`src/rtl/branch_pkg.sv`:
```
// Shared definitions for the branch resolve unit: funct3 codes, FSM states
// and the ALU opcodes the decoder selects for branch comparisons.
package branch_pkg;

    localparam logic [2:0] F3_BEQ  = 3'b000;
    localparam logic [2:0] F3_BNE  = 3'b001;
    localparam logic [2:0] F3_BLT  = 3'b100;
    localparam logic [2:0] F3_BGE  = 3'b101;
    localparam logic [2:0] F3_BLTU = 3'b110;
    localparam logic [2:0] F3_BGEU = 3'b111;

    localparam logic [3:0] ALU_OP_SUB_SIGNED  = 4'b0110;
    localparam logic [3:0] ALU_OP_BR_UNSIGNED = 4'b0111;

    typedef enum logic [1:0] {
        IDLE     = 2'b00,
        REDIRECT = 2'b01,
        FLUSH    = 2'b10
    } br_state_t;

    // Unsigned branches (funct3[1] set) use the unsigned compare opcode.
    function automatic logic [3:0] branch_alu_op(input logic [2:0] f3);
        logic [3:0] op;
        if (f3[1]) begin
            op = ALU_OP_BR_UNSIGNED;
        end else begin
            op = ALU_OP_SUB_SIGNED;
        end
        return op;
    endfunction

endpackage

```
`src/rtl/branch_cond_eval.sv`:
```
// Combinational branch condition evaluation: funct3 + ALU flags -> taken/illegal.
module branch_cond_eval (
    input  logic [2:0] funct3,
    input  logic       con_blt,
    input  logic       zero,
    output logic       taken,
    output logic       illegal
);
    import branch_pkg::*;

    // Decode branch type into outcome; unknown funct3 is never taken
    always_comb begin
        taken   = 1'b0;
        illegal = 1'b0;
        case (funct3)
            F3_BEQ:           taken = zero;
            F3_BNE:           taken = ~zero;
            F3_BLT, F3_BLTU:  taken = con_blt;
            F3_BGE, F3_BGEU:  taken = ~con_blt;
            default:          illegal = 1'b1;
        endcase
    end

endmodule

```
`src/rtl/branch_flag_checker.sv`:
```
// Checker for ALU flag consistency seen by the branch resolve unit.
module branch_flag_checker (
    input logic clk,
    input logic reset,
    input logic in_valid,
    input logic con_blt,
    input logic con_bgt,
    input logic zero
);

    // Less-than, greater-than and equal are mutually exclusive outcomes
    flags_onehot0_a: assert property (@(posedge clk) disable iff (reset)
        in_valid |-> $onehot0({con_blt, con_bgt, zero}));

endmodule

```
`src/rtl/branch_resolve_unit.sv`:
```
// Branch resolve stage: checks the fetch prediction, redirects and flushes on a mispredict.
// Optional branch statistics counters enabled by defining BRANCH_STATS_EN.
module branch_resolve_unit #(
    parameter int FLUSH_CYCLES = 2,
    parameter int XLEN         = 32
) (
    input  logic            clk,
    input  logic            reset,
    input  logic            in_valid,
    output logic            in_ready,
    input  logic [2:0]      funct3,
    input  logic            con_blt,
    input  logic            con_bgt,
    input  logic            zero,
    input  logic [XLEN-1:0] pc,
    input  logic [XLEN-1:0] imm,
    input  logic            pred_taken,
    output logic            redirect_valid,
    output logic [XLEN-1:0] redirect_pc,
    output logic            flush,
    output logic            illegal,
    output logic            misalign,
    output logic [31:0]     stat_total,
    output logic [31:0]     stat_mispred
);
    import branch_pkg::*;

    localparam logic [3:0] FLUSH_LOAD = 4'(FLUSH_CYCLES - 1);

    br_state_t       state_r;
    br_state_t       next_state_s;
    logic [3:0]      flush_cnt_r;
    logic            accept_s;
    logic            taken_s;
    logic            illegal_s;
    logic            misalign_s;
    logic            mispred_s;
    logic [XLEN-1:0] target_s;
    logic            redirect_valid_r;
    logic [XLEN-1:0] redirect_pc_r;
    logic            flush_r;
    logic            illegal_r;
    logic            misalign_r;

    assign in_ready = (state_r == IDLE);
    assign accept_s = in_valid & in_ready;

    branch_cond_eval u_cond_eval (
        .funct3  (funct3),
        .con_blt (con_blt),
        .zero    (zero),
        .taken   (taken_s),
        .illegal (illegal_s)
    );

    branch_flag_checker u_flag_checker (
        .clk      (clk),
        .reset    (reset),
        .in_valid (in_valid),
        .con_blt  (con_blt),
        .con_bgt  (con_bgt),
        .zero     (zero)
    );

    // Next-PC selection; both sums wrap silently at XLEN bits
    always_comb begin
        target_s = pc + XLEN'(32'd4);
        if (taken_s) begin
            target_s = pc + imm;
        end else begin
            target_s = pc + XLEN'(32'd4);
        end
    end

    // Illegal branches are never taken, so misalign implies a legal taken branch
    assign misalign_s = taken_s & target_s[1];
    assign mispred_s  = (taken_s != pred_taken) & ~illegal_s & ~misalign_s;

    // FSM next-state logic
    always_comb begin
        next_state_s = state_r;
        case (state_r)
            IDLE: begin
                if (accept_s && mispred_s) begin
                    next_state_s = REDIRECT;
                end else begin
                    next_state_s = IDLE;
                end
            end
            REDIRECT: begin
                if (FLUSH_CYCLES == 32'sd1) begin
                    next_state_s = IDLE;
                end else begin
                    next_state_s = FLUSH;
                end
            end
            FLUSH: begin
                if (flush_cnt_r <= 4'd1) begin
                    next_state_s = IDLE;
                end else begin
                    next_state_s = FLUSH;
                end
            end
            default: next_state_s = IDLE;
        endcase
    end

    // FSM state register
    always_ff @(posedge clk) begin
        if (reset) begin
            state_r <= IDLE;
        end else begin
            state_r <= next_state_s;
        end
    end

    // Flush counter: loaded on redirect, counts down the remaining flush cycles
    always_ff @(posedge clk) begin
        if (reset) begin
            flush_cnt_r <= 4'd0;
        end else if (state_r == REDIRECT) begin
            flush_cnt_r <= FLUSH_LOAD;
        end else if ((state_r == FLUSH) && (flush_cnt_r != 4'd0)) begin
            flush_cnt_r <= flush_cnt_r - 4'd1;
        end else begin
            flush_cnt_r <= flush_cnt_r;
        end
    end

    // Registered outputs; redirect_pc only updates on a real redirect
    always_ff @(posedge clk) begin
        if (reset) begin
            redirect_valid_r <= 1'b0;
            redirect_pc_r    <= '0;
            flush_r          <= 1'b0;
            illegal_r        <= 1'b0;
            misalign_r       <= 1'b0;
        end else begin
            redirect_valid_r <= accept_s & mispred_s;
            flush_r          <= (next_state_s != IDLE);
            illegal_r        <= accept_s & illegal_s;
            misalign_r       <= accept_s & misalign_s;
            if (accept_s && mispred_s) begin
                redirect_pc_r <= target_s;
            end else begin
                redirect_pc_r <= redirect_pc_r;
            end
        end
    end

    assign redirect_valid = redirect_valid_r;
    assign redirect_pc    = redirect_pc_r;
    assign flush          = flush_r;
    assign illegal        = illegal_r;
    assign misalign       = misalign_r;

`ifdef BRANCH_STATS_EN
    logic [31:0] stat_total_r;
    logic [31:0] stat_mispred_r;

    // Saturating counters; misaligned branches count as total but not mispredicts
    always_ff @(posedge clk) begin
        if (reset) begin
            stat_total_r   <= 32'd0;
            stat_mispred_r <= 32'd0;
        end else begin
            if (accept_s && !illegal_s && (stat_total_r != 32'hFFFF_FFFF)) begin
                stat_total_r <= stat_total_r + 32'd1;
            end else begin
                stat_total_r <= stat_total_r;
            end
            if (accept_s && mispred_s && (stat_mispred_r != 32'hFFFF_FFFF)) begin
                stat_mispred_r <= stat_mispred_r + 32'd1;
            end else begin
                stat_mispred_r <= stat_mispred_r;
            end
        end
    end

    assign stat_total   = stat_total_r;
    assign stat_mispred = stat_mispred_r;
`else
    assign stat_total   = 32'd0;
    assign stat_mispred = 32'd0;
`endif

endmodule
```
`config.mk`:
```
export PLATFORM = sky130hd
export DESIGN_NAME = branch_resolve_unit
export DESIGN_NICKNAME = d
export VERILOG_FILES = /design/src/rtl/branch_pkg.sv /design/src/rtl/branch_cond_eval.sv /design/src/rtl/branch_flag_checker.sv /design/src/rtl/branch_resolve_unit.sv
export SDC_FILE = /design/constraint.sdc
export NUM_CORES = 1
export LEC_CHECK = 0
export ABC_AREA = 1
export ABC_CLOCK_PERIOD_IN_PS = 2100
export BUFFER_PORTS_ARGS = -buffer_cell sky130_fd_sc_hd__buf_2
export CORE_ASPECT_RATIO = 0.8
export CORE_MARGIN = 4
export CORE_UTILIZATION = 54
export CTS_BUF_LIST = sky130_fd_sc_hd__clkbuf_8
export DETAILED_ROUTE_END_ITERATION = 7
export GPL_TIMING_DRIVEN = 0
export HOLD_SLACK_MARGIN = 0.02
export PLACE_DENSITY = 0.84
export SYNTH_ARGS = -nofsm -noshare
export SYNTH_HDL_FRONTEND = slang
export SYNTH_SLANG_ARGS = --single-unit
```
`constraint.sdc`:
```
create_clock -name clk -period 2.1 [get_ports clk]
set_input_delay 0.21 -clock clk [delete_from_list [all_inputs] [get_ports clk]]
set_output_delay 0.21 -clock clk [all_outputs]
set_load 0.05 [all_outputs]
```
==> results.md, run 1 <==
- Routed WL per cell: 13.1 µm
- Vias: 6612
- Count of cell types in the netlist: 37
- Router iterations before antenna repair: 5
- Slew Limit Fails: 0
- Area leader, netlist: nand2_1
- Layout Skew: 0.00984 ns
- Antenna-violating nets left: 0
- # port buffers: about 110
- FF+latch area: about 840 µm²
- GPL Wtd Cong: 0.966
- Final setup viols: 0
- Vias in the first global route: 5734
- RSZ-0062 raised after global routing: no
- Drt initial violations: 582
- Total setup buffers inserted after CTS: 0
- Final Power: between 3 and 4 mW
- Worst-skew pair later-pin latency: 0.30 ns
- Largest family of logic cells by synthesized area: simple AND/OR/NAND/NOR gates
- Ys Warns: 0
- Clock-pin slew on the worst setup and hold paths: 0.09 ns
- Core Footprint: 9890 µm²
- Leakage: slightly above 4 nW
- Post-detail-place hpwl: about 15 mm
- IO Pins: 175
- Power Density: between 500 and 600 nW/µm²
- Synth Instances: roughly 1000
- Synthesis-stage register bit count: between 40 and 50
- Clock tree buffer depth: 2
- Antenna violations before repair: 0
- CTS H-Tree Depth: 2
- Simple-Gate Fraction of Synth Area: 42.1%
- Top cell by count, worst path: nand2_1
- Worst setup EP type: flop
- Worst path arrival time: 2.11 ns
- CTS Sinks: 42
- # rows: 32
- Nets@finish: 1311
- Post-Synth Adder-Cell Area: 7.94%
- Post-Place Cells: 1331
- Element type at the critical path start: primary input
- CTS Hold Bufs: 0
- Setup tns final: 0 ns
- CP peak stage delay: 0.40 ns
- Fmax: about 530 MHz
- Slowest cell on the critical path: ha_1
- Drt via density: 4.94
- Die Width: approximately 120 µm
- Hold Fails Final Rpt: 0
- Maximum VDD drop: 0.272 mV
- Synth Area in Compound Gates: 11.1%
- Mapped cell area: 5610 µm²
- Most area-consuming cells after synthesis: nand2_1 (23%), dfxtp_1 (15%), inv_1 (11%), buf_4 (8.7%), ha_1 (7.6%)
- R2R setup slack: 0.62 ns
- Tmin final: 1.89 ns
- XOR/XNOR Fraction of Synth Area: 2.19%
- DIE HEIGHT: just under 100 µm
- First-pass GRT wire length: 27.3 mm
- Min-delay worst type: primary input to flop
- Root buffer cell: clkbuf_8
- Area of the multi-input gates: 3790 µm²
- Max Cap Viol: 0
- Drc violations: 0
- Post-cts resize count: 0
- Final period util: between 90 and 100%
- Area Overhead vs Synth: 19.4%
- Critical path peak fanout: 7
- Non-Filler Instances: around 1300
- Mux contribution to synthesized area: 0%
- GRT overflow: 0
- Tot GR Track Use: 27.9%
- CTS buffer count: 5
- CTS tree: yes
- Worst path required time: 2.32 ns
- Post-synth top area share: 22.8%
- Routed wire length: 17.5 mm
- WS Path Type: primary input to flop
- Antenna fix cells: 0
- Status: finished clean
- Layout cells sized above 1: ~18%
- Die footprint: 12100 µm²
- Fillcell total: 1002
- Largest net degree at the start of global routing: 15
- Starting density of the core: between 50% and 60%
- CP cell instances: buf_2, ha_1, or2_2, nand3_1, nand2_1, nand2_1, nand2_1, nand2_1, nand2_1, nand2_1, nand3_1, a21oi_1
- Post-synthesis average cell area: ~5.5 µm²
- Seq/Total Area, Yosys: between 10% and 20%
==> logic make-up (layout without fill, tap and decap cells) <==
family,count (synthesis),after routing
compound gates,120,120
xor+xnor,14,14
buf+inv,244,361
other cells,1,64
flops,42,42
fa+ha+maj,35,35
simple gates,567,567
==> worst max-delay path: cells and delay by family <==
kind | cells | cell delay (ns)
simple gates | 9 | 1.17
fa+ha+maj | 1 | 0.40
compound gates | 1 | 0.21
buf+inv | 1 | 0.12
==> stage by stage <==
| stage | setup WS [ns] | hold slack (ns) | area, µm² | util, % |
|---|---|---|---|---|
| CTS | 0.280 | 0.236 | 6700 | 67.7 |
| floorplan | 0.137 | 0.406 | 5850 | - |
| finish | 0.205 | 0.234 | 6700 | 67.7 |
| global route | 0.0891 | 0.244 | 6700 | 67.7 |
| global placement | 0.000864 | 0.451 | 6560 | 66.3 |
| detailed placement | -0.0172 | 0.458 | 6560 | 66.3 |
==> synthesized netlist by cell type, drive strengths merged <==
| master | n |
|---|---|
| o21a | 1 |
| xnor2 | 4 |
| buf | 76 |
| o21ai | 44 |
| clkbuf | 4 |
| a21o | 1 |
| inv | 164 |
| xor2 | 10 |
| nor2 | 115 |
| nor3b | 1 |
| o31ai | 1 |
| o22ai | 1 |
| conb | 1 |
| or2 | 5 |
| o21bai | 2 |
| ha | 34 |
| and3 | 1 |
| nand4 | 5 |
| fa | 1 |
| nand3 | 61 |
| a21oi | 68 |
| dfxtp | 42 |
| a211oi | 2 |
| nor3 | 19 |
| nand3b | 13 |
| nand2 | 346 |
| nor4 | 1 |
==> placed cells by master, fill, tap and decap left out, types with 2 or more instances in the layout <==
master	instances
a211oi_1	2
a21oi_1	67
buf_2	115
buf_4	65
buf_6	5
bufinv_16	2
clkbuf_1	4
clkbuf_8	5
conb_1	64
dfxtp_1	42
ha_1	34
inv_1	162
inv_4	2
nand2_1	341
nand2_2	4
nand3_1	60
nand3b_1	13
nand4_1	5
nor2_1	111
nor2_4	3
nor3_1	19
o21ai_0	30
o21ai_1	14
o21bai_1	2
or2_2	5
xnor2_1	4
xor2_1	10
==> where the power goes <==
part	leakage [nW]	total, mW	switching (mW)	internal [mW]
sequential	0.344	0.897	0.0331	0.864
clock	0.0683	0.761	0.285	0.476
combinational	3.61	1.84	1.31	0.534
total	4.02	3.50	1.63	1.87
==> state kept, by name, summed over array words and instances, names as in the netlist <==
signal and flops:
redirect_pc 32, flush_cnt_r 4, state_r 2, flush 1
illegal 1, misalign 1, redirect_valid 1
==> final timing paths <==
kind	startpoint	endpoint	cells after the start
worst min register to register	redirect_pc[4]	redirect_pc[4]	2
worst min-delay path	in_valid	illegal	3
worst max register to register	flush_cnt_r[0]	flush_cnt_r[3]	7
worst max-delay path	pc[2]	redirect_pc[21]	12
==> final cells by class <==
| type | instances | area share [%] |
|---|---|---|
| Buffer | 80 | 8.80 |
| Clock buffer | 5 | 1.03 |
| Clock inverter | 3 | 1.03 |
| Inverter | 164 | 9.26 |
| Multi-Input combinational cell | 800 | 56.6 |
| Sequential cell | 42 | 12.6 |
| Tap cell | 136 | 2.54 |
| Timing Repair Buffer | 109 | 8.14 |
==> per-layer routing <==
metal	up-vias	part of all wire (%)	track usage, %
met2	305	41	42.3
met1	2875	46	41.3
li1	3411	-	-
met4	0	1.4	5.77
met3	21	11	5.00
met5	-	0	0
(Power assumes the default switching activity.)
==> run 2, diff against run 1 <==
ABC_AREA = not set   (was 1)
CORE_UTILIZATION = 51   (was 54)
GPL_TIMING_DRIVEN = not set   (was 0)
==> results.md, run 2 <==
- Status: finished, violations left
- Violated checks: negative setup slack
- Crit path buf inv count: 3
- Post-Synth Adder-Cell Area: 10.2%
- Count leader, synth: buf_4
- CTS Sinks: 42
- Largest family of logic cells by synthesized area: compound AO/OA/AOI/OAI gates
- Area leader, netlist: dfxtp_1
- Tmin final: 2.32 ns
- Non-Filler Instances: ~900
- Maximum VDD drop: 0.375 mV
- XOR/XNOR Fraction of Synth Area: between 10% and 20%
- Area Overhead vs Synth: 36.6%
- Drc violations: 0
- CP top delay family: compound AO/OA/AOI/OAI gates
- IO Pins: 175
- Main synth FF type: dfxtp_1
- Final Power: between 3 and 4 mW
- Antenna violations before repair: 0
- Post-synthesis average cell area: approximately 7.5 µm²
- RSZ-0062 raised after global routing: yes
- Clock-pin slew on the worst setup and hold paths: 0.09 ns
- Final period util: 111%
- Ys Warns: 0
- Area of the multi-input gates: ~3400 µm²
- Vias: ~4800
- Final setup margin: -0.224 ns
- CTS Hold Bufs: 0
- Fillcell total: between 600 and 700
- Synthesis-stage register bit count: 42
- Most area-consuming cells after synthesis: dfxtp_1 (19%), buf_4 (11%), ha_1 (9.7%), xnor2_1 (6.6%), a21oi_1 (5.4%)
- Max Cap Viol: 0
- Post-detail-place hpwl: 10.9 mm
- Slew Limit Fails: 0
- Hold Fails Final Rpt: 0
- Count of cell types in the netlist: 59
- # port buffers: around 110
- Fmax: about 430 MHz
- Antenna-violating nets left: 0
- Routed WL per cell: 15.4 µm
- Worst path required time: 2.28 ns
- Min-delay worst type: primary input to flop
- CP peak stage delay: 0.32 ns
- Mux contribution to synthesized area: 0.229%
- Reg2Reg Depth: 7
- Worst path arrival time: 2.50 ns
- Element type at the critical path start: primary input
- FF+latch area: 841 µm²
- Synth Instances: 586
- Vias in the first global route: 4795
- Drt initial violations: 218
- Worst r2r src: state_r[1]
- Final setup viols: 9
- Leakage: 2.85 nW
- GPL Wtd Cong: roughly 0.9
- Top cell by count, worst path: o21ai_2
- Post-Place Cells: 881
- Clock tree buffer depth: 2
- First-pass GRT wire length: 22.2 mm
- RR Endpoint: redirect_pc[25]
- CP cell instances: buf_8, ha_4, inv_2, fa_2, and2b_1, o21ai_2, a21oi_2, o21ai_2, a31o_4, a211oi_4, buf_4, a211oi_2, o31ai_2, mux2i_1, a21oi_1
- Max reg flops: 32
- CTS tree: yes
- Mapped cell area: 4380 µm²
- CTS buffer count: 5
- Antenna fix cells: 0
- R2R setup slack: between 0.5 and 0.6 ns
- Core Footprint: 8130 µm²
- Router iterations before antenna repair: 4
- WS Path Type: primary input to flop
- Critical path peak fanout: 2
- Hold path endpoint: redirect_pc[0]
- Slowest cell on the critical path: fa_2
- Drt via density: 5.38
- Layout cells sized above 1: between 30% and 40%
- Most common cell after layout, fill and taps aside: buf_4
- Die footprint: roughly 10000 µm²
- Power Density: 541 nW/µm²
- Post-synth top area share: 19.2%
- Simple-Gate Fraction of Synth Area: 22.4%
- Min-Delay Startpoint: pc[0]
- Seq/Total Area, Yosys: 19.2%
- Root buffer cell: clkbuf_8
- Commonest non-fill, non-tap cells in the layout: buf_4 (106), buf_2 (105), conb_1 (64)
- Slew @ Worst Pin: a little over 0.5 ns
- Final core utilization: 73.6%
- GRT overflow: 0
- Slew HR: 65.8%
- Starting density of the core: 53.8%
- Worst-skew pair later-pin latency: 0.30 ns
- # rows: 29
- Async set or reset register ratio after synthesis: 0%
- Largest net degree at the start of global routing: 46
- Hold Path Depth: 3
- CTS H-Tree Depth: 2
- Nets@finish: 899
- DIE HEIGHT: 90.9 µm
- Synth Area in Compound Gates: between 20% and 30%
- Commonest cells in the netlist: buf_4 (64), nor2_1 (62), nand2_1 (53), a21oi_1 (47), dfxtp_1 (42)
- Tot GR Track Use: 25.7%
- Routed wire length: 13.8 mm
- Post-synth EDFFs: 0
- Layout Skew: between 0.002 and 0.003 ns
- Worst setup EP type: flop
- Die Width: 112 µm
run 2: cell count changes in the layout (fill, tap and decap cells not counted), moves of 11 or more:
| cell | change |
|---|---|
| a211oi_1 | +11 |
| a21o_1 | +16 |
| a21oi_1 | -24 |
| buf_4 | +41 |
| ha_1 | -12 |
| ha_4 | +12 |
| inv_1 | -147 |
| nand2_1 | -289 |
| nand3_1 | -44 |
| nor2_1 | -50 |
| o21ai_0 | -16 |
| xnor2_1 | +28 |
run 2: worst max path at each step:
stage | slack, ns | endpoint | from | depth (start not counted)
floorplan | -0.44 | redirect_pc[30] | pc[0] | 13
global placement | -0.58 | redirect_pc[26] | pc[0] | 15
finish | -0.22 | redirect_pc[30] | imm[0] | 15
global route | -0.36 | redirect_pc[30] | imm[0] | 15
CTS | -0.23 | redirect_pc[26] | imm[0] | 15
detailed placement | -0.64 | redirect_pc[30] | pc[0] | 14
run 2: layout make-up:
cell class	count	share of cell area (%)
Clock buffer	5	1.15
Clock inverter	3	0.398
Inverter	16	1.00
Multi-Input combinational cell	506	57.2
Sequential cell	42	14.1
Tap cell	108	2.26
Timing Repair Buffer	219	23.9
run 2: metal layers:
metal | wire length [µm] | GRT usage [%] | share of wire [%]
met2 | 6920 | 46.8 | 50
met1 | 5820 | 32.0 | 42
met3 | 964 | 3.95 | 7.0
met4 | 129 | 5.47 | 0.93
met5 | 0 | 0 | 0
run 2: what timing repair did:
item                                    4_1_cts  5_1_grt
pin swaps                                    32       23
endpoints found under the setup margin       13       16
gates resized for setup                      16       14
buffers inserted                              5        5
run 2: worst reg2reg max path, delay by kind of cell, from the launching register on:
| family | cells | cell delay, ns |
|---|---|---|
| buf+inv | 1 | 0.20 |
| compound gates | 2 | 0.20 |
| simple gates | 4 | 0.76 |
| flops | 1 | 0.36 |
run 2: power by group:
part | switching, mW | internal [mW]
Clock | 0.332 | 0.238
Sequential | 0.0327 | 0.854
Combinational | 1.12 | 0.657
Total | 1.49 | 1.75
run 2: stage by stage:
| step | hold slack [ns] | setup WS [ns] | setup TNS, ns | area [µm²] |
|---|---|---|---|---|
| 2_1_floorplan | 0.364 | -0.439 | -1.75 | 4790 |
| 3_3_place_gp | 0.443 | -0.582 | -6.91 | 5660 |
| 3_5_place_dp | 0.453 | -0.637 | -8.20 | 5660 |
| 4_1_cts | 0.189 | -0.227 | -0.915 | 5880 |
| 5_1_grt | 0.203 | -0.359 | -2.71 | 5980 |
| 6_report | 0.180 | -0.224 | -1.04 | 5980 |
run 2: kinds of logic (layout without fill, tap and decap cells):
| kind of cell | count (synthesis) | count (layout) |
|---|---|---|
| XOR/XNOR | 53 | 53 |
| multiplexers | 1 | 1 |
| AO/OA/AOI/OAI | 148 | 148 |
| buffers and inverters | 101 | 243 |
| adder cells (fa/ha/maj) | 35 | 35 |
| AND/OR/NAND/NOR | 205 | 205 |
| flip-flops | 42 | 42 |
| other | 1 | 64 |
==> run 3, diff against run 2 <==
REMOVE_ABC_BUFFERS = 1   (was not set)
==> results.md, run 3 (same netlist as run 2, synthesis figures left out) <==
- Status: finished, violations left
- Violated checks: negative setup slack
- Clock tree buffer depth: 2
- CTS Sinks: 42
- GPL Wtd Cong: ~0.9
- Fillcell total: 604
- Routed WL per cell: between 15 and 20 µm
- CTS H-Tree Depth: 2
- Maximum VDD drop: 0.370 mV
- Reg2Reg Depth: 5
- Place WS: -0.920 ns
- DIE HEIGHT: 90.9 µm
- CP peak stage delay: between 0.3 and 0.4 ns
- Non-Filler Instances: 902
- Drt via density: between 5 and 6
- Setup tns final: -3.03 ns
- Fmax: 399 MHz
- CTS tree: yes
- Die Width: 112 µm
- Crit path buf inv count: 4
- Core Footprint: around 8000 µm²
- Switching share of power: 46.3%
- Post-Route Hold Slack: ~0.17 ns
- Area of the multi-input gates: 3370 µm²
- RSZ-0062 raised after global routing: yes
- Vias: 5061
- Min-Delay Startpoint: pc[0]
- Worst path arrival time: 2.68 ns
- Starting density of the core: roughly 54%
- Element type at the critical path start: primary input
- Drt initial violations: 522
- Critical path peak fanout: 3
- RR Endpoint: flush_cnt_r[1]
- Final Power: 3.24 mW
- Worst setup EP type: flop
- Router iterations before antenna repair: 6
- CTS Hold Bufs: 0
- Min-delay worst type: primary input to flop
- Hold Path Depth: 3
- Vias in the first global route: 4882
- CP top delay family: compound AO/OA/AOI/OAI gates
- First-pass GRT wire length: 22.1 mm
- Combinational share of power: 55.5%
- Slew Limit Fails: 0
- Max reg flops: 32
- Slowest cell on the critical path: fa_2
- Tmin final: between 2 and 3 ns
- Largest net degree at the start of global routing: 46
- Worst path required time: 2.28 ns
- Worst-skew pair later-pin latency: 0.30 ns
- Layout Skew: 0.00676 ns
- WS Path Type: primary input to flop
- Internal power: 1.74 mW
- Final period util: 119%
- FF+latch area: 841 µm²
- Clock network power share: 17.2%
- Die footprint: 10100 µm²
- Reg power frac: 27.4%
- # rows: 29
- Most common cell after layout, fill and taps aside: buf_4
- Clock-pin slew on the worst setup and hold paths: 0.09 ns
- Slew HR: 66.4%
- IO Pins: 175
- Slew @ Worst Pin: 0.503 ns
- Final setup viols: 15
- Tot GR Track Use: roughly a quarter
- Worst r2r src: flush_cnt_r[0]
- Post-detail-place hpwl: 10.5 mm
- Antenna violations before repair: 0
- Area Overhead vs Synth: 36.0%
- Root buffer cell: clkbuf_8
- Power Density: 544 nW/µm²
- CTS buffer count: 5
- Hold path endpoint: redirect_pc[0]
- Drc violations: 0
- Antenna-violating nets left: 0
- Post-Place Cells: 878
- Final setup margin: -0.404 ns
- Nets@finish: between 900 and 1000
- Leakage: 2.88 nW
- Hold Fails Final Rpt: 0
- R2R setup slack: 0.37 ns
- Commonest non-fill, non-tap cells in the layout: buf_4 (106), buf_2 (105), conb_1 (64)
- GRT overflow: 0
- # port buffers: roughly 110
- Antenna fix cells: 0
- CP cell instances: buf_8, ha_4, inv_2, fa_2, and2b_1, o21ai_2, a21oi_2, o21ai_2, a31o_4, a211oi_4, buf_6, buf_6, a31oi_4, xnor2_2, a211oi_2, nor3_1
- Max Cap Viol: 0
- Net switching power figure: 1.50 mW
- Layout cells sized above 1: 35.0%
- Routed wire length: 14.4 mm
run 3: cell count changes in the layout (fill, tap and decap cells not counted), sizes merged:
cell and delta:
inv -1, clkinvlp -1, buf +3, clkinv +2
run 3: layer usage:
layer  track usage (%)  wire length [µm]  up-vias
met5                 0                 0        -
met4              6.69               345        0
met3              3.28              1200       51
met2              45.0              7050      310
met1              32.2              5810     2346
li1                  -                 -     2354
run 3: power groups by stage:
stage | combinational (mW) | sequential, mW | clock, mW
after floorplan | 0.887 | 1.09 | 0
after global routing | 1.91 | 0.893 | 0.595
final | 1.80 | 0.887 | 0.556
after detailed placement | 1.61 | 0.905 | 0
after global placement | 1.57 | 0.902 | 0
after CTS | 1.69 | 0.887 | 0.555
run 3: layout make-up:
class	instances	area share (%)
Clock buffer	5	1.16
Tap cell	108	2.27
Clock inverter	3	0.357
Sequential cell	42	14.1
Inverter	16	1.01
Timing Repair Buffer	222	24.5
Multi-Input combinational cell	506	56.6
run 3: how the worst max path moves through the flow:
stage,from,endpoint,slack (ns),cells after the start
5_1_grt,pc[0],redirect_pc[26],-0.50,16
3_3_place_gp,pc[0],redirect_pc[30],-0.77,14
6_report,pc[0],redirect_pc[26],-0.40,16
4_1_cts,imm[0],redirect_pc[26],-0.36,15
2_1_floorplan,zero,redirect_pc[21],-0.92,9
3_5_place_dp,pc[0],redirect_pc[24],-0.92,14
run 3: through the flow:
stage          utilization, %  area [µm²]
6_report                 73.2        5950
5_1_grt                  73.2        5950
4_1_cts                  71.5        5810
3_5_place_dp             67.4        5480
3_3_place_gp             67.4        5480
2_1_floorplan               -        4050
run 3: worst reg2reg max path: stages (launching register included):
cell       delay (ns)
dfxtp_1          0.42
inv_1            0.07
ha_1             0.23
a21oi_1          0.36
nor2_1           0.10
a2111oi_0        0.43
run 3: what timing repair did:
item,4_1_cts,5_1_grt
setup buffers,12,8
resized for setup,31,23
pin swaps,51,35
gates cloned,0,0
setup endpoints to repair,17,20
